--- config.mk ---
export PLATFORM = sky130hd
export DESIGN_NAME = mc_control
export DESIGN_NICKNAME = d
export VERILOG_FILES = /design/src/rtl/mc_control_pkg.sv /design/src/rtl/mc_opcode_decode.sv /design/src/rtl/mc_control.sv
export SDC_FILE = /design/constraint.sdc
export NUM_CORES = 1
export LEC_CHECK = 0
export BUFFER_PORTS_ARGS = -buffer_cell sky130_fd_sc_hd__clkbuf_2
export CAP_MARGIN = 10
export CORE_MARGIN = 3
export CORE_UTILIZATION = 43
export CTS_CLUSTER_DIAMETER = 60
export CTS_CLUSTER_SIZE = 20
export DETAILED_ROUTE_END_ITERATION = 10
export HOLD_SLACK_MARGIN = 0.06
export PLACE_DENSITY = 0.87
export SLEW_MARGIN = 20
export SYNTH_ARGS = -nofsm -noshare
export SYNTH_HDL_FRONTEND = slang
export SYNTH_HIERARCHICAL = 1
export SYNTH_SLANG_ARGS = --single-unit
--- constraint.sdc ---
create_clock -name clk -period 5.9 [get_ports clk]
set_clock_uncertainty 0.2 [all_clocks]
set_input_delay 0.885 -clock clk [delete_from_list [all_inputs] [get_ports clk]]
set_output_delay 0.885 -clock clk [all_outputs]
set_load 0.005 [all_outputs]
--- src/rtl/mc_control_pkg.sv ---
// Shared encodings for the multi-cycle MIPS-subset sequencing controller:
// states, opcodes, datapath mux/ALU encodings and the bundled control word.
package mc_control_pkg;

    typedef enum logic [3:0] {
        S_FETCH    = 4'd0,
        S_DECODE   = 4'd1,
        S_MEM_ADDR = 4'd2,
        S_MEM_RD   = 4'd3,
        S_MEM_WB   = 4'd4,
        S_MEM_WR   = 4'd5,
        S_R_EXEC   = 4'd6,
        S_R_WB     = 4'd7,
        S_BRANCH   = 4'd8,
        S_JUMP     = 4'd9,
        S_I_EXEC   = 4'd10,
        S_I_WB     = 4'd11
    } state_e;

    localparam logic [5:0] OP_RTYPE = 6'b000000;
    localparam logic [5:0] OP_ADDI  = 6'b001000;
    localparam logic [5:0] OP_ANDI  = 6'b001100;
    localparam logic [5:0] OP_LW    = 6'b100011;
    localparam logic [5:0] OP_SW    = 6'b101011;
    localparam logic [5:0] OP_BEQ   = 6'b000100;
    localparam logic [5:0] OP_BNE   = 6'b000101;
    localparam logic [5:0] OP_J     = 6'b000010;

    localparam logic [1:0] ALU_ADD   = 2'b00;
    localparam logic [1:0] ALU_SUB   = 2'b01;
    localparam logic [1:0] ALU_FUNCT = 2'b10;
    localparam logic [1:0] ALU_IMM   = 2'b11;

    localparam logic [1:0] SRCB_REG     = 2'b00;
    localparam logic [1:0] SRCB_FOUR    = 2'b01;
    localparam logic [1:0] SRCB_IMM     = 2'b10;
    localparam logic [1:0] SRCB_IMM_SH2 = 2'b11;

    localparam logic [1:0] PC_ALU    = 2'b00;
    localparam logic [1:0] PC_ALUOUT = 2'b01;
    localparam logic [1:0] PC_JUMP   = 2'b10;

    typedef struct packed {
        logic [3:0] state;
        logic       pc_en;
        logic [1:0] pc_src;
        logic       iord;
        logic       mem_read;
        logic       mem_write;
        logic       ir_write;
        logic       reg_dst;
        logic       mem2reg;
        logic       reg_write;
        logic       alu_src_a;
        logic [1:0] alu_src_b;
        logic [1:0] alu_op;
        logic       done;
        logic       illegal;
    } ctrl_t;

endpackage

--- src/rtl/mc_opcode_decode.sv ---
// Classifies the instruction register into the one-hot instruction classes
// that steer the sequencing FSM out of DECODE.
module mc_opcode_decode
    import mc_control_pkg::*;
(
    input  logic [31:0] inst,
    output logic        is_rtype,
    output logic        is_nop,
    output logic        is_imm,
    output logic        is_lw,
    output logic        is_sw,
    output logic        is_branch,
    output logic        is_bne,
    output logic        is_jump,
    output logic        is_illegal
);

    logic [5:0] opcode;
    assign opcode = inst[31:26];

    always_comb begin
        is_rtype   = 1'b0;
        is_nop     = (inst == 32'd0);
        is_imm     = 1'b0;
        is_lw      = 1'b0;
        is_sw      = 1'b0;
        is_branch  = 1'b0;
        is_bne     = 1'b0;
        is_jump    = 1'b0;
        is_illegal = 1'b0;
        case (opcode)
            OP_RTYPE:         is_rtype = !is_nop;
            OP_ADDI, OP_ANDI: is_imm = 1'b1;
            OP_LW:            is_lw = 1'b1;
            OP_SW:            is_sw = 1'b1;
            OP_BEQ:           is_branch = 1'b1;
            OP_BNE: begin
                is_branch = 1'b1;
                is_bne    = 1'b1;
            end
            OP_J:             is_jump = 1'b1;
            default:          is_illegal = 1'b1;
        endcase
    end

endmodule

--- src/rtl/mc_control.sv ---
// Multi-cycle sequencing FSM driving the shared-memory MIPS-subset datapath.
// state | meaning: FETCH ifetch+PC+4 | DECODE branch target | MEM_ADDR ea | MEM_RD load | MEM_WB load wb
//   MEM_WR store | R_EXEC/R_WB R-type | BRANCH beq/bne | JUMP j | I_EXEC/I_WB addi/andi
module mc_control
    import mc_control_pkg::*;
(
    input  logic        clk,
    input  logic        rst_n,
    input  logic [31:0] inst,
    input  logic        zero,
    input  logic        mem_ready,
    output logic        pc_en,
    output logic [1:0]  pc_src,
    output logic        iord,
    output logic        mem_read,
    output logic        mem_write,
    output logic        ir_write,
    output logic        reg_dst,
    output logic        mem2reg,
    output logic        reg_write,
    output logic        alu_src_a,
    output logic [1:0]  alu_src_b,
    output logic [1:0]  alu_op,
    output logic        done,
    output logic        illegal,
    output logic [3:0]  state
);

    state_e state_q, state_d;
    ctrl_t  ctrl_c, ctrl_o;
    logic   is_rtype, is_nop, is_imm, is_lw, is_sw, is_branch, is_bne, is_jump, is_illegal;

    mc_opcode_decode u_decode (
        .inst       (inst),
        .is_rtype   (is_rtype),
        .is_nop     (is_nop),
        .is_imm     (is_imm),
        .is_lw      (is_lw),
        .is_sw      (is_sw),
        .is_branch  (is_branch),
        .is_bne     (is_bne),
        .is_jump    (is_jump),
        .is_illegal (is_illegal)
    );

    always_ff @(posedge clk or negedge rst_n) begin
        if (!rst_n) state_q <= S_FETCH;
        else        state_q <= state_d;
    end

    always_comb begin
        state_d      = state_q;
        ctrl_c       = '0;
        ctrl_c.state = state_q;
        case (state_q)
            S_FETCH: begin
                ctrl_c.mem_read  = 1'b1;
                ctrl_c.alu_src_b = SRCB_FOUR;
                ctrl_c.alu_op    = ALU_ADD;
                ctrl_c.pc_src    = PC_ALU;
                ctrl_c.ir_write  = mem_ready;
                ctrl_c.pc_en     = mem_ready;
                if (mem_ready) state_d = S_DECODE;
            end
            S_DECODE: begin
                ctrl_c.alu_src_b = SRCB_IMM_SH2;
                ctrl_c.alu_op    = ALU_ADD;
                state_d          = S_FETCH;
                if (is_lw || is_sw)          state_d = S_MEM_ADDR;
                else if (is_rtype)           state_d = S_R_EXEC;
                else if (is_imm)             state_d = S_I_EXEC;
                else if (is_branch)          state_d = S_BRANCH;
                else if (is_jump)            state_d = S_JUMP;
                else if (is_nop || is_illegal) begin
                    ctrl_c.done    = 1'b1;
                    ctrl_c.illegal = is_illegal;
                end
            end
            S_MEM_ADDR: begin
                ctrl_c.alu_src_a = 1'b1;
                ctrl_c.alu_src_b = SRCB_IMM;
                ctrl_c.alu_op    = ALU_ADD;
                state_d          = is_lw ? S_MEM_RD : S_MEM_WR;
            end
            S_MEM_RD: begin
                ctrl_c.mem_read = 1'b1;
                ctrl_c.iord     = 1'b1;
                if (mem_ready) state_d = S_MEM_WB;
            end
            S_MEM_WB: begin
                ctrl_c.reg_write = 1'b1;
                ctrl_c.mem2reg   = 1'b1;
                ctrl_c.done      = 1'b1;
                state_d          = S_FETCH;
            end
            S_MEM_WR: begin
                ctrl_c.mem_write = 1'b1;
                ctrl_c.iord      = 1'b1;
                ctrl_c.done      = mem_ready;
                if (mem_ready) state_d = S_FETCH;
            end
            S_R_EXEC: begin
                ctrl_c.alu_src_a = 1'b1;
                ctrl_c.alu_src_b = SRCB_REG;
                ctrl_c.alu_op    = ALU_FUNCT;
                state_d          = S_R_WB;
            end
            S_R_WB: begin
                ctrl_c.reg_write = 1'b1;
                ctrl_c.reg_dst   = 1'b1;
                ctrl_c.done      = 1'b1;
                state_d          = S_FETCH;
            end
            S_I_EXEC: begin
                ctrl_c.alu_src_a = 1'b1;
                ctrl_c.alu_src_b = SRCB_IMM;
                ctrl_c.alu_op    = ALU_IMM;
                state_d          = S_I_WB;
            end
            S_I_WB: begin
                ctrl_c.reg_write = 1'b1;
                ctrl_c.done      = 1'b1;
                state_d          = S_FETCH;
            end
            S_BRANCH: begin
                ctrl_c.alu_src_a = 1'b1;
                ctrl_c.alu_src_b = SRCB_REG;
                ctrl_c.alu_op    = ALU_SUB;
                ctrl_c.pc_src    = PC_ALUOUT;
                ctrl_c.pc_en     = zero ^ is_bne;
                ctrl_c.done      = 1'b1;
                state_d          = S_FETCH;
            end
            S_JUMP: begin
                ctrl_c.pc_src = PC_JUMP;
                ctrl_c.pc_en  = 1'b1;
                ctrl_c.done   = 1'b1;
                state_d       = S_FETCH;
            end
            default: state_d = S_FETCH;
        endcase
    end

    // Reset masks every output, including the FETCH strobes the idle state would drive.
    assign ctrl_o    = rst_n ? ctrl_c : '0;
    assign state     = ctrl_o.state;
    assign pc_en     = ctrl_o.pc_en;
    assign pc_src    = ctrl_o.pc_src;
    assign iord      = ctrl_o.iord;
    assign mem_read  = ctrl_o.mem_read;
    assign mem_write = ctrl_o.mem_write;
    assign ir_write  = ctrl_o.ir_write;
    assign reg_dst   = ctrl_o.reg_dst;
    assign mem2reg   = ctrl_o.mem2reg;
    assign reg_write = ctrl_o.reg_write;
    assign alu_src_a = ctrl_o.alu_src_a;
    assign alu_src_b = ctrl_o.alu_src_b;
    assign alu_op    = ctrl_o.alu_op;
    assign done      = ctrl_o.done;
    assign illegal   = ctrl_o.illegal;

endmodule

==> Implementation_results.wiki, run 1 <==
{| class="wikitable"
! Metric !! Value
|-
| Global route overflow || 0
|-
| Cell total after placement || 198
|-
| Vias in the first global route || 1028
|-
| Number of levels in the clock H-tree || 1
|-
| Post-synthesis instance area || 778 µm²
|-
| Cell types with the largest area share after synthesis || dfrtp_1 13%, nor3_1 8.4%, nor4_1 7.2%, a21oi_1 7.1%, nor2_1 6.8%
|-
| 1st-pass router iterations || 5
|-
| Total global-route track usage || 23.6%
|-
| Synth top area share || 12.9%
|-
| TritonCTS buffer count || 3
|-
| Dominant cell type by count on the critical path || clkbuf_2
|-
| CP Launch Type || input port
|-
| Leading cell types by count after synthesis || 14 x nor2_1, 13 x nand2_1, 13 x nor3_1
|-
| Worst supply voltage drop on vdd || 0.0985 mV
|-
| Top routing layer used || met4
|-
| Worst path bufs/invs || 2
|-
| Most frequently used cell type in the post-synthesis netlist || nor2_1
|-
| Clock transition time at the flip-flop clock pins of the worst setup and hold paths || 50 ps
|-
| Ratio of cells with drive above 1 in the final layout || 34.5%
|-
| Distinct cell type count after synthesis || 31
|-
| Via count normalized by instance count || 5.75
|-
| Buffer levels on the longest clock path || 2
|-
| Max-slew violation count || 0
|-
| Portion of the post-synthesis area used by sequential elements || 12.9%
|-
| Largest fanout of any net on the critical path || 3
|-
| Clock root buffer master || clkbuf_4
|-
| Worst slew margin relative to its limit || 57.8%
|-
| Total setup violations reported at the end of the flow || 0
|-
| Synthesis-stage register bit count || 4
|-
| Largest incremental delay on the critical path || 400 ps
|-
| Routed met3 length || 144 µm
|-
| Layout-stage area growth over the synthesis result || 38.1%
|-
| Met1 Routed Length || 1140 µm
|-
| Post_cts resized || 0
|-
| Delay-heaviest family, CP || simple AND/OR/NAND/NOR gates
|-
| Vert. Die Dim || 48.5 µm
|-
| Regs by FF count || state_q x4
|-
| Initial antenna violation count || 0
|-
| Number of synthesized flops with an enable pin || 0
|-
| CTS Sinks || 4
|-
| Nets in the synthesized netlist || 163
|-
| Reported leakage power || 0.517 nW
|-
| Most used flip-flop cell after synthesis || dfrtp_1
|-
| DIE WIDTH || 48.5 µm
|-
| Routability congestion estimate from global placement || 0.868
|-
| Power density over cell area || 190 nW/µm²
|-
| First-pass GRT wire length || 4530 µm
|-
| Post-CTS Repair Setup Buffers || 0
|-
| Endpoint required time on the critical path || 4820 ps
|-
| Number of standard cells in the layout, taps in and fillers out || 201
|-
| Antenna diode count || 0
|-
| Clock latency at the later pin of the worst-skew pair || 250 ps
|-
| Number of DRC markers in iteration 0 || 51
|-
| Number of primary I/O pins || 57
|-
| Largest register by flop count || state_q
|-
| Wirelength, routed || 2790 µm
|-
| Cell type with the largest total area after synthesis || dfrtp_1
|-
| Largest net degree at the start of global routing || 19
|-
| Unrepaired setup endpoints after global routing || false
|-
| Final net count || 215
|-
| Min-Delay Path Class || in2async
|-
| Rows || 14
|-
| Final Worst Setup Slack || 1970 ps
|-
| Port Buf Inserts || 56
|-
| Residual DRC count || 0
|-
| Die area || 2360 µm²
|-
| Count of warnings emitted by yosys || 6
|-
| Mapped Avg Cell Area || 6.13 µm²
|-
| Cell breakdown of the critical path || clkbuf_2, nor4_1, nand4_1, o21ba_2, or3_4, nor3_1, nand4b_1, o21ai_1, clkbuf_2
|-
| Asr flop ratio synth || 100%
|-
| Slowest stage cell on the critical path || or3_4
|-
| Kind of end point of the critical path || output port
|-
| Clock period minus final worst setup slack || 3930 ps
|-
| Routed length per placed instance || 13.9 µm
|-
| Worst-margin pin slew || 627 ps
|-
| Placement-stage worst setup slack || 2100 ps
|-
| Part of the cycle the worst path needs || 66.6%
|-
| Total negative slack || 0 ps
|-
| Run status || complete, no violations
|-
| Area of the core || 1610 µm²
|-
| Synthesized instance count || 127
|-
| Crit Path Category || in2out
|-
| Initial Util || 48.3%
|-
| Max Freq || 0.254 GHz
|-
| Hold_buf cts || 0
|-
| DP HPWL || 2140 µm
|-
| Hold slack final || 311 ps
|-
| Number of max-cap violations || 0
|-
| Max FFs per register || 4
|-
| Remaining antenna violation count || 0
|-
| Arrival time at the worst endpoint || 2840 ps
|-
| CTS tree || built
|-
| Total met2 wirelength after detailed routing || 1440 µm
|-
| Hold Vio Cnt, Final || 0
|-
| Via count || 1155
|}
[worst paths after layout]
path / start / to / slack, ps / depth (start not counted)
setup / recovery: inst[7] / done / 1970 / 9
hold / removal: rst_n / state_q[2] / 310 / 1
setup reg to reg: state_q[1] / state_q[0] / 4050 / 3
hold reg to reg: state_q[3] / state_q[3] / 560 / 2
max in group asynchronous: rst_n / state_q[1] / 4950 / 1
min in group clk: state_q[3] / state_q[3] / 560 / 2
[layer usage]
metal / vias to the layer above / global-route usage (%)
li1: 569 / -
met1: 523 / 25.7
met2: 53 / 44.3
met3: 10 / 4.91
met4: 0 / 9.48
met5: - / 0
[cell families after synthesis]
logic type,after synthesis,synth area share [%]
buf+inv,13,6.59
simple gates,79,55.0
xor+xnor,2,2.25
compound gates,29,23.3
flops,4,12.9
[layout make-up]
class	instances	area [µm²]
fillers	163	537
repair buffers	56	280
inverters	4	15.0
flip-flops and latches	4	100
multi-input cells	110	627
clock buffers	3	22.5
well taps	24	30.0
[where the power goes]
group / total, W / switching [W] / leakage (nW) / internal [W]
Sequential: 0.0000518 / 0.0000197 / 0.0539 / 0.0000322
Combinational: 0.000116 / 0.0000644 / 0.449 / 0.0000518
Clock: 0.0000366 / 0.0000137 / 0.0138 / 0.0000229
Total: 0.000205 / 0.0000977 / 0.517 / 0.000107
[worst reg2reg max path: stages, from the launching register on]
cell and delay [ps]:
dfrtp_1 590, nor2b_1 580, o31ai_1 180, a21oi_1 210
[through the flow]
| step | utilization, % | cell area (µm²) | total power (W) |
|---|---|---|---|
| 2_1_floorplan | - | 778 | 0.000121 |
| 3_3_place_gp | 65.3 | 1050 | 0.000160 |
| 3_5_place_dp | 65.3 | 1050 | 0.000164 |
| 4_1_cts | 66.7 | 1070 | 0.000202 |
| 5_1_grt | 66.7 | 1070 | 0.000223 |
| 6_report | 66.7 | 1070 | 0.000205 |
[cell usage in the layout (no fill, tap or decap), drive strengths merged, types with 2 or more instances in the layout]
cell / n
a32oi: 2
nor4: 9
nand2b: 6
inv: 4
clkbuf: 59
nor3: 13
dfrtp: 4
xor2: 2
a21oi: 11
o32ai: 2
o21a: 3
nor2: 14
nor4b: 2
and2: 6
and3: 3
o21ai: 7
nor3b: 3
nand2: 13
nor2b: 2
nand3: 3
(Power assumes the default switching activity.)
==> run 2, diff against run 1 <==
- CORE_UTILIZATION: 43 -> 36
- PLACE_DENSITY: 0.87 -> 0.78
- clock period: 5.9 -> 3.5 ns (I/O delays scaled with it)
==> run 2 against run 1 <==
  * Flip-flop and latch count is the same
  * Largest power group unchanged
  * Hold slack improved by 130 ps
  * First-iteration DRC count decreased by 33%
  * Sequential power up 69%
  * Total power is 64% higher
  * Critical path depth stayed put
  * Final area rose by 1.3%
  * Final cell count up 2.0%
  * Sequential share of layout area down 0.12 points
  * Die area rose by 17%
  * Critical path type unchanged
  * Wire length is 6.5% lower
  * Via count is 1.7% lower
  * Largest cell class unchanged
==> Implementation_results.wiki, run 2 (synthesized netlist as in run 1, its figures left out) <==
{| class="wikitable"
! Metric !! Value
|-
| Run status || complete, no violations
|-
| Unrepaired setup endpoints after global routing || false
|-
| Gr busiest metal || met2
|-
| Initial Util || 38.9% (-9.4 points)
|-
| CTS tree || built
|-
| Clock Power Share || 16.3% (-1.6 points)
|-
| Hold depth || 2
|-
| First-pass GRT wire length || 4330 µm (-4.4%)
|-
| Crit Path Category || in2out
|-
| Met1 Track Usage GR || 23.4% (-2.2 points)
|-
| TritonCTS buffer count || 3 (unchanged)
|-
| Worst r2r dst || state_q[3]
|-
| Combinational power share || 57.6% (+0.8 points)
|-
| Number of primary I/O pins || 57 (unchanged)
|-
| Post-route cell area || 1090 µm² (+1.3%)
|-
| Initial antenna violation count || 0 (unchanged)
|-
| Area after DPL || 1060 µm² (+0.36%)
|-
| Dominant cell type by count on the critical path || clkbuf_2
|-
| Area used by sequential logic in the layout || 100 µm² (unchanged)
|-
| Most frequent cells in the layout || 56 x clkbuf_2, 14 x nor2_1, 13 x nand2_1, 13 x nor3_1, 11 x a21oi_1
|-
| Residual DRC count || 0 (unchanged)
|-
| Number of cell instances on the worst register-to-register path || 3 (unchanged)
|-
| Switch share || 46.1% (-1.6 points)
|-
| Rows || 16 (+2)
|-
| Number of DRC markers in iteration 0 || 34 (-33%)
|-
| Area of the core || 2000 µm² (+24%)
|-
| Multi-input gate area in the final layout || 627 µm² (unchanged)
|-
| Reported leakage power || 0.521 nW (+0.81%)
|-
| Slowest stage cell on the critical path || or3_4
|-
| Total negative slack || 0 ps (unchanged)
|-
| Layout-stage area growth over the synthesis result || 39.9%
|-
| Routed length per placed instance || 12.7 µm (-8.3%)
|-
| Largest fanout of any net on the critical path || 3 (unchanged)
|-
| Hold slack final || 445 ps (+134 ps)
|-
| GRT met2 Usage || 38.0% (-6.2 points)
|-
| Clock latency at the later pin of the worst-skew pair || 230 ps (-20 ps)
|-
| Number of levels in the clock H-tree || 1 (unchanged)
|-
| Hold Vio Cnt, Final || 0 (unchanged)
|-
| Largest incremental delay on the critical path || 380 ps (-20 ps)
|-
| Startpoint of the most critical hold path || mem_ready
|-
| CTS Sinks || 4 (unchanged)
|-
| Power density over cell area || 308 nW/µm² (+62%)
|-
| Flop pwr share || 26.1% (+0.8 points)
|-
| Clock period minus final worst setup slack || 3070 ps
|-
| Endpoint required time on the critical path || 2770 ps (-2050 ps)
|-
| Total global-route track usage || 20.0% (-3.6 points)
|-
| Max-slew violation count || 0 (unchanged)
|-
| Worst slew margin relative to its limit || 62.3% (+4.4 points)
|-
| Max Freq || 0.325 GHz
|-
| Internal power || 0.000180 W (+69%)
|-
| Number of max-cap violations || 0 (unchanged)
|-
| Final net count || 216 (+0.47%)
|-
| Worst path bufs/invs || 2 (unchanged)
|-
| DP HPWL || 2140 µm (+0.15%)
|-
| Clock root buffer master || clkbuf_4
|-
| Largest register by flop count || state_q
|-
| Global route overflow || 0 (unchanged)
|-
| Switching power of the nets || 0.000154 W (+58%)
|-
| Fillcell total || 211 (+29%)
|-
| Clock transition time at the flip-flop clock pins of the worst setup and hold paths || 40 ps (about the same)
|-
| Delay-heaviest family, CP || simple AND/OR/NAND/NOR gates
|-
| 1st-pass router iterations || 4 (-1)
|-
| Worst r2r src || state_q[1]
|-
| Vias in the first global route || 1032 (+0.39%)
|-
| Via count normalized by instance count || 5.54 (-3.6%)
|-
| Min-Delay Path Class || in2reg
|-
| Part of the cycle the worst path needs || 87.8%
|-
| Worst supply voltage drop on vdd || 0.199 mV (+100%)
|-
| Worst-margin pin slew || 565 ps (-61.9 ps)
|-
| Setup slack of the worst register-to-register path || 1700 ps (-2350 ps)
|-
| Regs by FF count || state_q x4
|-
| Kind of end point of the critical path || output port
|-
| Hold_buf cts || 1 (+1)
|-
| Most frequent standard cell in the layout excluding fill and tap cells || clkbuf_2
|-
| Met3 track utilization from global routing || 3.99% (-0.92 points)
|-
| Largest net degree at the start of global routing || 19 (unchanged)
|-
| Arrival time at the worst endpoint || 2350 ps (-490 ps)
|-
| Cell breakdown of the critical path || clkbuf_2, nor4_1, nand4_1, o21ba_2, or3_4, nor3_1, nand4b_1, o21ai_1, clkbuf_2
|-
| Antenna diode count || 0 (unchanged)
|-
| Remaining antenna violation count || 0 (unchanged)
|-
| Total setup violations reported at the end of the flow || 0 (unchanged)
|-
| Port Buf Inserts || 56 (unchanged)
|-
| Wirelength, routed || 2610 µm (-6.5%)
|-
| Post-CTS Repair Setup Buffers || 0 (unchanged)
|-
| Ratio of cells with drive above 1 in the final layout || 34.3% (-0.19 points)
|-
| Die area || 2760 µm² (+17%)
|-
| Hold Path Sink || state_q[2]
|-
| DIE WIDTH || 52.5 µm (+8.1%)
|-
| CP Launch Type || input port
|-
| Via count || 1135 (-1.7%)
|-
| Routability congestion estimate from global placement || 0.844 (-2.9%)
|-
| Vert. Die Dim || 52.5 µm (+8.1%)
|-
| Post_cts resized || 0 (unchanged)
|-
| Max FFs per register || 4 (unchanged)
|-
| Buffer levels on the longest clock path || 2 (unchanged)
|}
-- run 2: changes by cell type in the layout (fill, tap and decap cells not counted) --
cell,previous run,this run
dlygate4sd3_1,0,1
-- run 2: worst max path at each step --
stage | from | end | slack [ps] | cells past startpoint
6_report | inst[1] | done | 430 | 9
5_1_grt | inst[1] | done | 240 | 9
4_1_cts | inst[1] | done | 430 | 9
3_5_place_dp | inst[1] | done | 430 | 9
3_3_place_gp | inst[1] | done | 480 | 9
2_1_floorplan | inst[1] | done | 790 | 7
-- run 2: per-layer routing --
layer	part of all wire, %	vias to the layer above
met1	41	512
met5	0	-
met3	6.9	0
met2	52	50
li1	-	573
met4	0	0
-- run 2: metrics by stage --
step                      worst slack [ps]  utilization (%)  total power (W)  std cells
after floorplan                        791                -         0.000204        127
after global placement                 483             52.8         0.000271        201
after detailed placement               433             52.8         0.000279        201
after CTS                              428             54.4         0.000337        205
after global routing                   236             54.4         0.000372        205
final                                  426             54.4         0.000335        205
-- run 2: worst register-to-register path: cells and delay by family (launching register included) --
kind               cells  cell delay (ps)
and+or+nand+nor        2              830
DFF                    1              520
AOI/OAI and AO/OA      1              160
-- run 2: layout make-up --
type,instances,area share [%]
Inverter,4,1.38
Tap cell,27,3.10
Multi-Input combinational cell,110,57.6
Sequential cell,4,9.20
Clock buffer,3,2.07
Timing Repair Buffer,57,26.7
-- run 2: power by group through the flow --
stage | clock, W | sequential, W | combinational (W)
final | 0.0000547 | 0.0000874 | 0.000193
after global routing | 0.0000623 | 0.0000902 | 0.000220
after CTS | 0.0000567 | 0.0000869 | 0.000193
after detailed placement | 0 | 0.0000876 | 0.000191
after global placement | 0 | 0.0000863 | 0.000184
after floorplan | 0 | 0.0000618 | 0.000142
==> run 3, diff against run 2 <==
- PLACE_DENSITY: 0.78 -> 0.84
==> run 3 against run 2 <==
  * Highest routed layer is now met4
  * First-iteration DRC count grew 18%
  * Fmax shrank 2.1%
  * Flip-flop and latch count is the same
  * Largest cell class unchanged
  * Total power grew 0.31%
  * Final area is the same
  * Via count grew 0.18%
  * Worst setup slack lost 66 ps
  * Combinational power is essentially flat
==> Implementation_results.wiki, run 3 (synthesized netlist as in run 1, its figures left out) <==
{| class="wikitable"
! Metric !! Value
|-
| Run status || complete, no violations
|-
| Number of levels in the clock H-tree || 1 (unchanged)
|-
| Reported leakage power || 0.521 nW (unchanged)
|-
| Initial antenna violation count || 0 (unchanged)
|-
| Clock transition time at the flip-flop clock pins of the worst setup and hold paths || 40 ps (about the same)
|-
| Wirelength, routed || 2670 µm (+2.3%)
|-
| Multi-input gate area in the final layout || 627 µm² (unchanged)
|-
| Antenna diode count || 0 (unchanged)
|-
| Largest net degree at the start of global routing || 19 (unchanged)
|-
| Die area || 2760 µm² (unchanged)
|-
| DP HPWL || 2170 µm (+1.2%)
|-
| Total setup violations reported at the end of the flow || 0 (unchanged)
|-
| Final net count || 216 (unchanged)
|-
| Largest register by flop count || state_q
|-
| 1st-pass router iterations || 4 (unchanged)
|-
| Arrival time at the worst endpoint || 2420 ps (+70 ps)
|-
| Clock latency at the later pin of the worst-skew pair || 230 ps (about the same)
|-
| Max FFs per register || 4 (unchanged)
|-
| Hold Vio Cnt, Final || 0 (unchanged)
|-
| Endpoint required time on the critical path || 2770 ps (about the same)
|-
| Buffer levels on the longest clock path || 2 (unchanged)
|-
| Critical Path Source || inst[2]
|-
| Max-slew violation count || 0 (unchanged)
|-
| Initial Util || 38.9% (unchanged)
|-
| Met1 Track Usage GR || 24.3% (+0.85 points)
|-
| Most frequent standard cell in the layout excluding fill and tap cells || clkbuf_2
|-
| CTS tree || built
|-
| Layout-stage area growth over the synthesis result || 39.9% (unchanged)
|-
| Crit Path Category || in2out
|-
| Vert. Die Dim || 52.5 µm (unchanged)
|-
| First-pass GRT wire length || 4220 µm (-2.6%)
|-
| Worst path bufs/invs || 2 (unchanged)
|-
| Delay-heaviest family, CP || simple AND/OR/NAND/NOR gates
|-
| Vias in the first global route || 991 (-4.0%)
|-
| Area of the core || 2000 µm² (unchanged)
|-
| Routed length per placed instance || 13.0 µm (+2.3%)
|-
| Worst slew margin relative to its limit || 60.7% (-1.5 points)
|-
| Startpoint of the most critical hold path || mem_ready
|-
| Routability congestion estimate from global placement || 0.862 (+2.2%)
|-
| Worst r2r src || state_q[1]
|-
| Rows || 16 (unchanged)
|-
| Unrepaired setup endpoints after global routing || false
|-
| Area used by sequential logic in the layout || 100 µm² (unchanged)
|-
| Kind of end point of the critical path || output port
|-
| Via count normalized by instance count || 5.55 (+0.18%)
|-
| Residual DRC count || 0 (unchanged)
|-
| Min-Delay Path Class || in2reg
|-
| Number of max-cap violations || 0 (unchanged)
|-
| Largest incremental delay on the critical path || 390 ps (about the same)
|-
| Number of DRC markers in iteration 0 || 40 (+18%)
|-
| Via count || 1137 (+0.18%)
|-
| Post_cts resized || 0 (unchanged)
|-
| Total global-route track usage || 19.5% (-0.53 points)
|-
| Part of the cycle the worst path needs || 89.7% (+1.9 points)
|-
| Post-route cell area || 1090 µm² (unchanged)
|-
| Port Buf Inserts || 56 (unchanged)
|-
| Most frequent cells in the layout || 56 x clkbuf_2, 14 x nor2_1, 13 x nand2_1, 13 x nor3_1, 11 x a21oi_1
|-
| Met3 track utilization from global routing || 3.42% (-0.57 points)
|-
| Regs by FF count || state_q x4
|-
| Fillcell total || 221 (+4.7%)
|-
| GRT met2 Usage || 35.7% (-2.3 points)
|-
| Dominant cell type by count on the critical path || clkbuf_2
|-
| CP Launch Type || input port
|-
| Worst supply voltage drop on vdd || 0.227 mV (+14%)
|-
| Ratio of cells with drive above 1 in the final layout || 34.3% (unchanged)
|-
| Slowest stage cell on the critical path || or3_4
|-
| Worst-margin pin slew || 588 ps (+22.6 ps)
|-
| CTS Sinks || 4 (unchanged)
|-
| Remaining antenna violation count || 0 (unchanged)
|-
| Max Freq || 0.318 GHz (-2.1%)
|-
| Area after DPL || 1060 µm² (unchanged)
|-
| Power density over cell area || 309 nW/µm² (+0.31%)
|-
| Post-CTS Repair Setup Buffers || 0 (unchanged)
|-
| Cell breakdown of the critical path || clkbuf_2, nor4_1, nand4_1, o21ba_2, or3_4, nor3_1, nand4b_1, o21ai_1, clkbuf_2
|-
| Largest fanout of any net on the critical path || 3 (unchanged)
|-
| Gr busiest metal || met2
|-
| Clock period minus final worst setup slack || 3140 ps (+66.2 ps)
|-
| Clock root buffer master || clkbuf_4
|-
| Global route overflow || 0 (unchanged)
|-
| Number of primary I/O pins || 57 (unchanged)
|-
| DIE WIDTH || 52.5 µm (unchanged)
|-
| Total negative slack || 0 ps (unchanged)
|-
| TritonCTS buffer count || 3 (unchanged)
|}
-- run 3: metal layers --
metal	part of all wire [%]	vias up
li1	-	574
met1	41	508
met2	50	51
met3	8.5	4
met4	0.75	0
met5	0	-
-- run 3: final cells by class --
class,instances,area share (%)
Sequential cell,4,9.20
Multi-Input combinational cell,110,57.6
Clock buffer,3,2.07
Inverter,4,1.38
Timing Repair Buffer,57,26.7
Tap cell,27,3.10
-- run 3: per-stage QoR --
stage / hold WS, ps / setup slack, ps / power (W) / cells / util, %
floorplan: 29.4 / 791 / 0.000204 / 127 / -
global placement: 207 / 508 / 0.000269 / 201 / 52.8
detailed placement: 213 / 389 / 0.000278 / 201 / 52.8
CTS: 430 / 388 / 0.000339 / 205 / 54.4
global route: 448 / 242 / 0.000375 / 205 / 54.4
finish: 449 / 360 / 0.000336 / 205 / 54.4
-- run 3: repair_timing --
action / 4_1_cts / 5_1_grt
endpoints found under the setup margin: 0 / 0
endpoints found under the hold margin: 4 / 0
hold buffers: 1 / 0
-- run 3: worst register-to-register path, delay by kind of cell (launching register included) --
kind / cells / cell delay, ps
and+or+nand+nor: 2 / 810
DFF: 1 / 520
AOI/OAI and AO/OA: 1 / 150
-- run 3: worst paths after layout --
kind | cells after the start | slack [ps] | endpoint
max | 9 | 360 | done
min | 2 | 450 | state_q[2]
max reg2reg | 3 | 1730 | state_q[3]
min reg2reg | 1 | 570 | state_q[1]
max in group asynchronous | 2 | 2360 | state_q[3]
min in group asynchronous | 2 | 510 | state_q[2]
-- run 3: report_power, final --
group          switching [W]  internal (W)  leakage (nW)
Sequential         0.0000334     0.0000543        0.0539
Clock              0.0000180     0.0000383        0.0138
Combinational       0.000104     0.0000880         0.453
